===== src/rtl/encoder_8to3.sv =====
// Registered 8-to-3 priority encoder (bit 7 wins) with valid flag.
// Optional multi-hot detection compiled in with `ENCODER8TO3_ERR_EN.
module encoder_8to3 (
  input  logic       clk,
  input  logic       rst_n,
  input  logic [7:0] in,
  output logic [2:0] out,
  output logic       valid
`ifdef ENCODER8TO3_ERR_EN
  ,
  output logic       multi_hot
`endif
);

  logic [2:0] out_q, out_d;
  logic       valid_q, valid_d;

  // Ascending scan so the highest set bit is the last assignment and wins.
  always_comb begin
    out_d   = '0;
    valid_d = |in;
    for (int unsigned i = 0; i < 8; i++) begin
      if (in[i]) out_d = 3'(i);
    end
  end

  always_ff @(posedge clk or negedge rst_n) begin
    if (!rst_n) begin
      out_q   <= '0;
      valid_q <= 1'b0;
    end else begin
      out_q   <= out_d;
      valid_q <= valid_d;
    end
  end

  assign out   = out_q;
  assign valid = valid_q;

`ifdef ENCODER8TO3_ERR_EN
  logic multi_hot_q, multi_hot_d;

  // Clearing the lowest set bit leaves something only if two or more were set.
  always_comb begin
    multi_hot_d = |(in & (in - 8'd1));
  end

  always_ff @(posedge clk or negedge rst_n) begin
    if (!rst_n) multi_hot_q <= 1'b0;
    else        multi_hot_q <= multi_hot_d;
  end

  assign multi_hot = multi_hot_q;
`endif

endmodule


===== config.mk =====
export PLATFORM = sky130hd
export DESIGN_NAME = encoder_8to3
export DESIGN_NICKNAME = d
export VERILOG_FILES = /design/src/rtl/encoder_8to3.sv
export SDC_FILE = /design/constraint.sdc
export NUM_CORES = 1
export LEC_CHECK = 0
export ABC_AREA = 1
export BUFFER_PORTS_ARGS = -buffer_cell sky130_fd_sc_hd__buf_2
export CORE_AREA = 3 3 40 42
export CTS_BUF_LIST = sky130_fd_sc_hd__clkbuf_8
export DETAILED_ROUTE_END_ITERATION = 10
export DIE_AREA = 0 0 43 45
export PLACE_DENSITY = 0.34
export SETUP_SLACK_MARGIN = 0.2
export SYNTH_ARGS = -nofsm -noshare
export SYNTH_HDL_FRONTEND = slang
export SYNTH_SLANG_ARGS = --single-unit
export TNS_END_PERCENT = 1

===== constraint.sdc =====
create_clock -name clk -period 0.8 [get_ports clk]
set_clock_uncertainty 0.2 [all_clocks]
set_input_delay 0.16 -clock clk [delete_from_list [all_inputs] [get_ports clk]]
set_output_delay 0.16 -clock clk [all_outputs]
set_load 0.02 [all_outputs]

# Word level (Yosys, flattened, before mapping)
# Cells that the tools add are included.
[totals]
word_cells = 10
out_inout_bits = 4
register_bits = 4
in_bits = 10
[classes]
n_reduce_logical = 1
mux = 7
[ops]
columns = ["op", "count"]
rows = [
  ["3-bit two-way mux", 5],
  ["8-bit OR reduction", 1],
  ["2-bit two-way mux", 1],
  ["1-bit two-way mux", 1],
]

# Logic depth before layout (Yosys ltp)
# Gate-level depths: netlist of the first run.
[depth]
word_depth = 7
depth_mapped = 7
mapped_depth_nobuf = 7

# Least setup slack after synthesis of the first run
# No wires, ideal clock.
[synth_path]
kind = "input -> register"
from = "in in[3]"
to = "reg valid_q, in the netlist valid"
slack_ns = 0.017
required_ns = 0.470
path_buffers = 0
cell_stages = 4
arrival_ns = 0.453
setup_ns = 0.130
cell_sequence = "inv_1 -> nand2_1 -> nor3_1 -> nand3_1"
[synth_via]
elab_chain_cells = 1
[synth_rtl]
columns = ["element", "line", "rtl"]
rows = [
  ["from (decl)", "6", "input logic [7:0] in,"],
  ["8-bit OR reduction", "21", "valid_d = |in;"],
  ["named net valid_d", "16", "logic valid_q, valid_d;"],
  ["to (signal assigned)", "33", "valid_q <= valid_d;"],
  ["to (decl)", "16", ""],
]
# The timed path passes the listed nets, and every way through them passes these cells.

# Worst setup path after layout of the first run
[layout_path]
from = "reg out_q[2], in the netlist out[2]"
to = "out out[2]"
[layout_lines]
columns = ["element", "line", "rtl"]
rows = [
  ["from (decl)", "15", "logic [2:0] out_q, out_d;"],
  ["from (signal assigned)", "32", "out_q <= out_d;"],
  ["to (decl)", "7", "output logic [2:0] out,"],
]
# No word-level cell between the ends.

==> impl_metrics.py, run 1 <==
metrics = {
    "clock_tree": {
        "cts_num_sinks": 4,
        "cts_made_buffers": 3,
        "htreeDepth": 1,
        "root_buffer": "clkbuf_8",
        "clk_pin_slew_ns": 0.03,
        "cts_tree": "yes",
        "cts_max_path_buffers": 2,
    },
    "timing": {
        "whs_ns": -0.456,
        "rsz0062_at_grt": "true",
        "maxSlewHeadroom_pct": 92.4,
        "max_freq_ghz": 0.939,
        "slew_violations": 0,
        "min_period_ns": 1.06,
        "finalWorstSetupSlack_ns": -0.264,
        "setup_viol": 4,
        "tightest_slew_ns": 0.113,
        "period_share_pct": 133,
        "finalSetupTns_ns": -1.05,
        "hold_viol": 8,
    },
    "synth": {
        "syn_inst": 24,
        "yosysWarnings": 0,
        "synth_nets": 34,
        "synth_area_sq_um": 178,
        "synthDistinctLibCells": 6,
        "yosys_register_bits": 4,
        "avgSynthCellArea_sq_um": 7.40,
        "yosysSeqAreaShare_pct": 56.3,
    },
    "placement": {
        "dpl.cell_count": 52,
        "place_congestion": 0.656,
        "post-dp-hpwl_microns": 320,
        "port-buffer-count": 13,
    },
    "critical_path": {
        "cp-start-kind": "register",
        "cp_data_required_time_ns": 0.44,
        "cp_num_buf_inv": 1,
        "slowest_delay_ns": 0.34,
        "path_class": "register to primary output",
        "crit_slowest_cell": "dfrtp_1",
        "path_cells": "buf_2",
        "worstSetupEndpointType": "primary output",
        "path_delay_family": "flip-flops",
        "arrival_ns": 0.70,
        "crit_fanout": 1,
    },
    "floorplanning": {
        "fp.dieW_microns": 43,
        "die_h_microns": 45,
        "ios": 14,
        "core_region_area_sq_um": 1280,
        "die-area_sq_um": 1940,
        "num_rows": 13,
        "start_util_pct": 13.8,
    },
    "drt": {
        "ant_nets": 0,
        "vias_per_cell": 3.35,
        "num_vias": 184,
        "totalWireLength_microns": 419,
        "drt-initial-drc-count": 0,
        "wire_per_inst_microns": 7.62,
        "drc": 0,
        "first_pass_iters": 1,
    },
    "power_and_ir_drop": {
        "p_sw_share_pct": 20.4,
        "powerDensity_nw_per_um2": 1910,
        "clkPwrFrac_pct": 55.7,
        "internal_power_mw": 0.591,
        "leakage_nw": 0.194,
        "vdd_drop_max_uv": 400,
        "sequentialPowerShare_pct": 28.9,
        "switchingPower_mw": 0.152,
        "comb_power_share_pct": 15.4,
    },
    "global_route": {
        "grt.total_usage_pct": 5.18,
        "grt.overflow.total": 0,
        "grt_pass1_wl_microns": 634,
        "grt_max_degree": 5,
        "antenna_found_initial": 0,
        "grt_pass1_vias": 181,
    },
    "run_status": {
        "status": "finished, violations left",
        "violations": "hold timing, setup timing",
    },
    "finish": {
        "fin_nets": 52,
        "antennaDiodeCount": 0,
        "fin_cells": 55,
        "syn2layout_area_growth_pct": 118,
        "drive_gt1_share_pct": 60.0,
    },
    "job": {
        "maxCapViolCount": 0,
    },
    "hold_path": {
        "worstHoldPathType": "primary input to asynchronous set/reset pin",
    },
}
## state kept, by name (all words and copies together), names as in the netlist
signal,count
out,3
valid,1
## worst max-delay path by stage
stage | startpoint | end | slack (ns) | depth (start not counted)
3_3_place_gp | in[2] | valid | -0.12 | 5
6_report | out[2] | out[2] | -0.26 | 1
4_1_cts | out[0] | out[0] | -0.27 | 1
2_1_floorplan | out[0] | out[0] | 0.02 | 0
5_1_grt | valid | valid | -0.29 | 1
3_5_place_dp | in[2] | valid | -0.12 | 5
## cell usage after synthesis
master | instances | share of area [%]
nor3_1 | 1 | 2.8
inv_1 | 6 | 13
dfrtp_1 | 4 | 56
nand2_1 | 10 | 21
nor2_1 | 2 | 4.2
nand3_1 | 1 | 2.8
## per-layer routing
metal  part of all wire [%]  GRT usage [%]  vias up
met5                      0              0        -
met4                      0           7.23        0
met3                     15           4.38        0
met2                     45           6.29       12
met1                     40           4.39       72
li1                       -              -      100
## cell families (layout without fill, tap and decap cells)
family,count (synthesis),in the layout,synth area share [%]
buffers and inverters,6,22,12.7
DFF,4,4,56.3
and+or+nand+nor,14,14,31.0
## cells in the final DEF, fill, tap and decap left out
master / n
inv_4: 1
inv_6: 1
buf_8: 2
nand3_1: 1
nand2_4: 2
inv_1: 4
clkbuf_8: 3
nand2_1: 7
dfrtp_1: 4
buf_2: 7
nor3_2: 1
nor2_2: 1
nor2_4: 1
nand2_2: 1
buf_6: 4
## power groups by stage
stage               sequential (mW)  clock [mW]  combinational (mW)
global placement              0.215           0              0.0771
global route                  0.215       0.444               0.125
floorplan                     0.226           0              0.0264
finish                        0.214       0.413               0.114
CTS                           0.215       0.429              0.0958
detailed placement            0.215           0              0.0769
## cell type report
| type | instances | area [sq um] |
|---|---|---|
| Fill cell | 141 | 897 |
| Timing Repair Buffer | 13 | 110 |
| Sequential cell | 4 | 100 |
| Multi-Input combinational cell | 14 | 87.6 |
| Clock buffer | 3 | 41.3 |
| Inverter | 6 | 30.0 |
| Tap cell | 15 | 18.8 |
## stage by stage
stage,power (mW),setup slack (ns),utilization [%],instance area [sq um]
floorplan,0.252,0.0240,-,188
global placement,0.292,-0.119,21.1,272
detailed placement,0.292,-0.118,21.1,272
CTS,0.739,-0.273,27.7,355
global route,0.784,-0.293,30.2,388
finish,0.742,-0.264,30.2,388
## repair_timing
| item | CTS | global route |
|---|---|---|
| gates resized for setup | 11 | 9 |
| hold endpoints to repair | 8 | 8 |
| pin swaps | 8 | 7 |
| endpoints found under the setup margin | 8 | 8 |
| setup buffers | 0 | 0 |
No activity file was read; power rests on OpenSTA's default activity.
==> run 2: changes to the inputs <==
--- a/config.mk
+++ b/config.mk
@@ -5,13 +5,12 @@
 export SDC_FILE = /design/constraint.sdc
 export NUM_CORES = 1
 export LEC_CHECK = 0
-export ABC_AREA = 1
 export BUFFER_PORTS_ARGS = -buffer_cell sky130_fd_sc_hd__buf_2
 export CORE_AREA = 3 3 40 42
 export CTS_BUF_LIST = sky130_fd_sc_hd__clkbuf_8
 export DETAILED_ROUTE_END_ITERATION = 10
 export DIE_AREA = 0 0 43 45
-export PLACE_DENSITY = 0.34
+export PLACE_DENSITY = 0.33
 export SETUP_SLACK_MARGIN = 0.2
 export SYNTH_ARGS = -nofsm -noshare
 export SYNTH_HDL_FRONTEND = slang
==> impl_metrics.py, run 2 <==
metrics = {
    "run_status": {
        "status": "finished, violations left",
        "violations": "hold timing, setup timing",
    },
    "synth": {
        "yosysTopAreaCellShare_pct": 60.2,
        "avgSynthCellArea_sq_um": 10.4,
        "syn_inst": 16,
        "yosys_register_bits": 4,
        "synthDistinctLibCells": 10,
        "synth_edf_count": 0,
        "yosysWarnings": 0,
        "yosysSeqAreaShare_pct": 60.2,
        "synth_area_sq_um": 166,
        "synth_nets": 26,
        "synthTopCellsByArea": "dfrtp_1 60%, nor2_1 9.0%, o31ai_2 7.5%, a21oi_2 5.3%, o31ai_1 4.5%",
        "synth_commonest_cells": "4 x dfrtp_1, 4 x nor2_1",
        "synth_area_leader_cell": "dfrtp_1",
        "synth_flop_cell": "dfrtp_1",
        "async_flop_share_pct": 100,
    },
    "finish": {
        "fillers": 140,
        "drive_gt1_share_pct": 81.3,
        "fin_nets": 44,
        "syn2layout_area_growth_pct": 137,
        "layout_common_cells": "6 x buf_6, 5 x buf_2, 4 x dfrtp_1",
        "largest_reg_flops": 3,
        "final_common_cell": "buf_6",
        "antennaDiodeCount": 0,
    },
    "clock_tree": {
        "cts_tree": "yes",
        "clk_pin_slew_ns": 0.03,
        "root_buffer": "clkbuf_8",
        "cts_num_sinks": 4,
        "htreeDepth": 1,
        "cts_max_path_buffers": 2,
        "cts_made_buffers": 3,
    },
    "global_route": {
        "grt_pass1_vias": 204,
        "grt.overflow.total": 0,
        "grt.total_usage_pct": 5.44,
        "grtUsageMet2_pct": 8.38,
        "grt_pass1_wl_microns": 703,
        "antenna_found_initial": 0,
        "grt_max_degree": 5,
        "grtUsageMet3_pct": 2.39,
        "grtUsageMet1_pct": 5.38,
        "top_usage_layer": "met2",
    },
    "power_and_ir_drop": {
        "vdd_drop_max_uv": 560,
        "leakage_nw": 0.156,
        "comb_power_share_pct": 17.0,
        "p_sw_share_pct": 21.1,
        "sequentialPowerShare_pct": 28.4,
        "clkPwrFrac_pct": 54.6,
        "internal_power_mw": 0.597,
        "powerDensity_nw_per_um2": 1920,
        "switchingPower_mw": 0.160,
    },
    "timing": {
        "finalSetupTns_ns": -1.05,
        "setup_viol": 4,
        "period_share_pct": 133,
        "hold_viol": 8,
        "whs_ns": -0.457,
        "rsz0062_at_grt": "true",
        "slew_violations": 0,
        "max_freq_ghz": 0.939,
        "tightest_slew_ns": 0.181,
        "finalWorstSetupSlack_ns": -0.265,
        "min_period_ns": 1.07,
        "maxSlewHeadroom_pct": 87.9,
    },
    "critical_path": {
        "path_class": "register to primary output",
        "cp-start-kind": "register",
        "crit_slowest_cell": "dfrtp_1",
        "worstSetupEndpointType": "primary output",
        "arrival_ns": 0.71,
        "crit_fanout": 1,
        "cp_data_required_time_ns": 0.44,
        "cp_num_buf_inv": 1,
        "slowest_delay_ns": 0.34,
        "path_cells": "buf_2",
        "path_delay_family": "flip-flops",
    },
    "placement": {
        "port-buffer-count": 13,
        "post-dp-hpwl_microns": 376,
        "place_congestion": 0.641,
    },
    "floorplanning": {
        "num_rows": 13,
        "start_util_pct": 13.0,
        "core_region_area_sq_um": 1280,
        "ios": 14,
        "fp.dieW_microns": 43,
        "die-area_sq_um": 1940,
        "die_h_microns": 45,
    },
    "drt": {
        "first_pass_iters": 1,
        "num_vias": 178,
        "drc": 0,
        "ant_nets": 0,
        "wire_per_inst_microns": 9.91,
        "vias_per_cell": 3.79,
        "drt-initial-drc-count": 0,
        "totalWireLength_microns": 466,
    },
    "hold_path": {
        "worstHoldPathType": "primary input to asynchronous set/reset pin",
    },
    "job": {
        "maxCapViolCount": 0,
    },
}
run 2: cell count changes in the layout (fill, tap and decap cells not counted), sizes merged:
| cell | delta |
|---|---|
| nand2 | -9 |
| inv | -4 |
| a21oi | +2 |
| nor2 | +2 |
| o31ai | +2 |
| nand3 | -1 |
| nand4 | +1 |
| nor3 | -1 |
run 2: per-stage QoR:
step           util, %  power, mW  instance area [sq um]  setup slack [ns]  cells
5_1_grt           30.7      0.791                    394            -0.288     47
4_1_cts           27.0      0.747                    347            -0.275     47
3_5_place_dp      19.5      0.290                    250            -0.122     44
2_1_floorplan        -      0.245                    166            0.0240     16
3_3_place_gp      19.5      0.288                    250            -0.122     44
6_report          30.7      0.756                    394            -0.265     47
run 2: worst max-delay path by stage:
stage	from	slack (ns)	cells past startpoint	to
2_1_floorplan	out[0]	0.02	0	out[0]
3_5_place_dp	in[6]	-0.12	3	valid
3_3_place_gp	in[6]	-0.12	3	valid
4_1_cts	valid	-0.28	1	valid
6_report	out[2]	-0.27	1	out[2]
5_1_grt	out[0]	-0.29	1	out[0]
run 2: cells by family (layout without fill, tap and decap cells):
| kind of cell | Yosys count | after routing | share of synthesized area [%] |
|---|---|---|---|
| AO/OA/AOI/OAI | 4 | 4 | 20.3 |
| buffers and inverters | 2 | 18 | 4.51 |
| flip-flops | 4 | 4 | 60.2 |
| AND/OR/NAND/NOR | 6 | 6 | 15.0 |
run 2: area by class of cell:
cell class | instances | area (sq um) | share of cell area, %
sequential | 4 | 100 | 25.4
multi-input combinational | 10 | 109 | 27.6
clock buffer | 3 | 41.3 | 10.5
tap | 15 | 18.8 | 4.76
inverter | 2 | 10.0 | 2.54
timing repair buffer | 13 | 115 | 29.2
run 2: repair_timing:
action / 4_1_cts / 5_1_grt
endpoints found under the setup margin: 8 / 7
hold endpoints to repair: 8 / 8
pin swaps: 6 / 8
resized for setup: 17 / 11
buffers inserted: 0 / 0
run 2: power by group through the flow:
stage | registers [mW] | clock network, mW | logic [mW]
2_1_floorplan | 0.226 | 0 | 0.0192
3_3_place_gp | 0.215 | 0 | 0.0728
3_5_place_dp | 0.216 | 0 | 0.0748
4_1_cts | 0.215 | 0.430 | 0.102
5_1_grt | 0.216 | 0.437 | 0.138
6_report | 0.215 | 0.413 | 0.129
run 2: routing by layer:
layer / routed length [microns] / vias up
li1: - / 86
met1: 159 / 78
met2: 227 / 14
met3: 79 / 0
met4: 0 / 0
met5: 0 / -
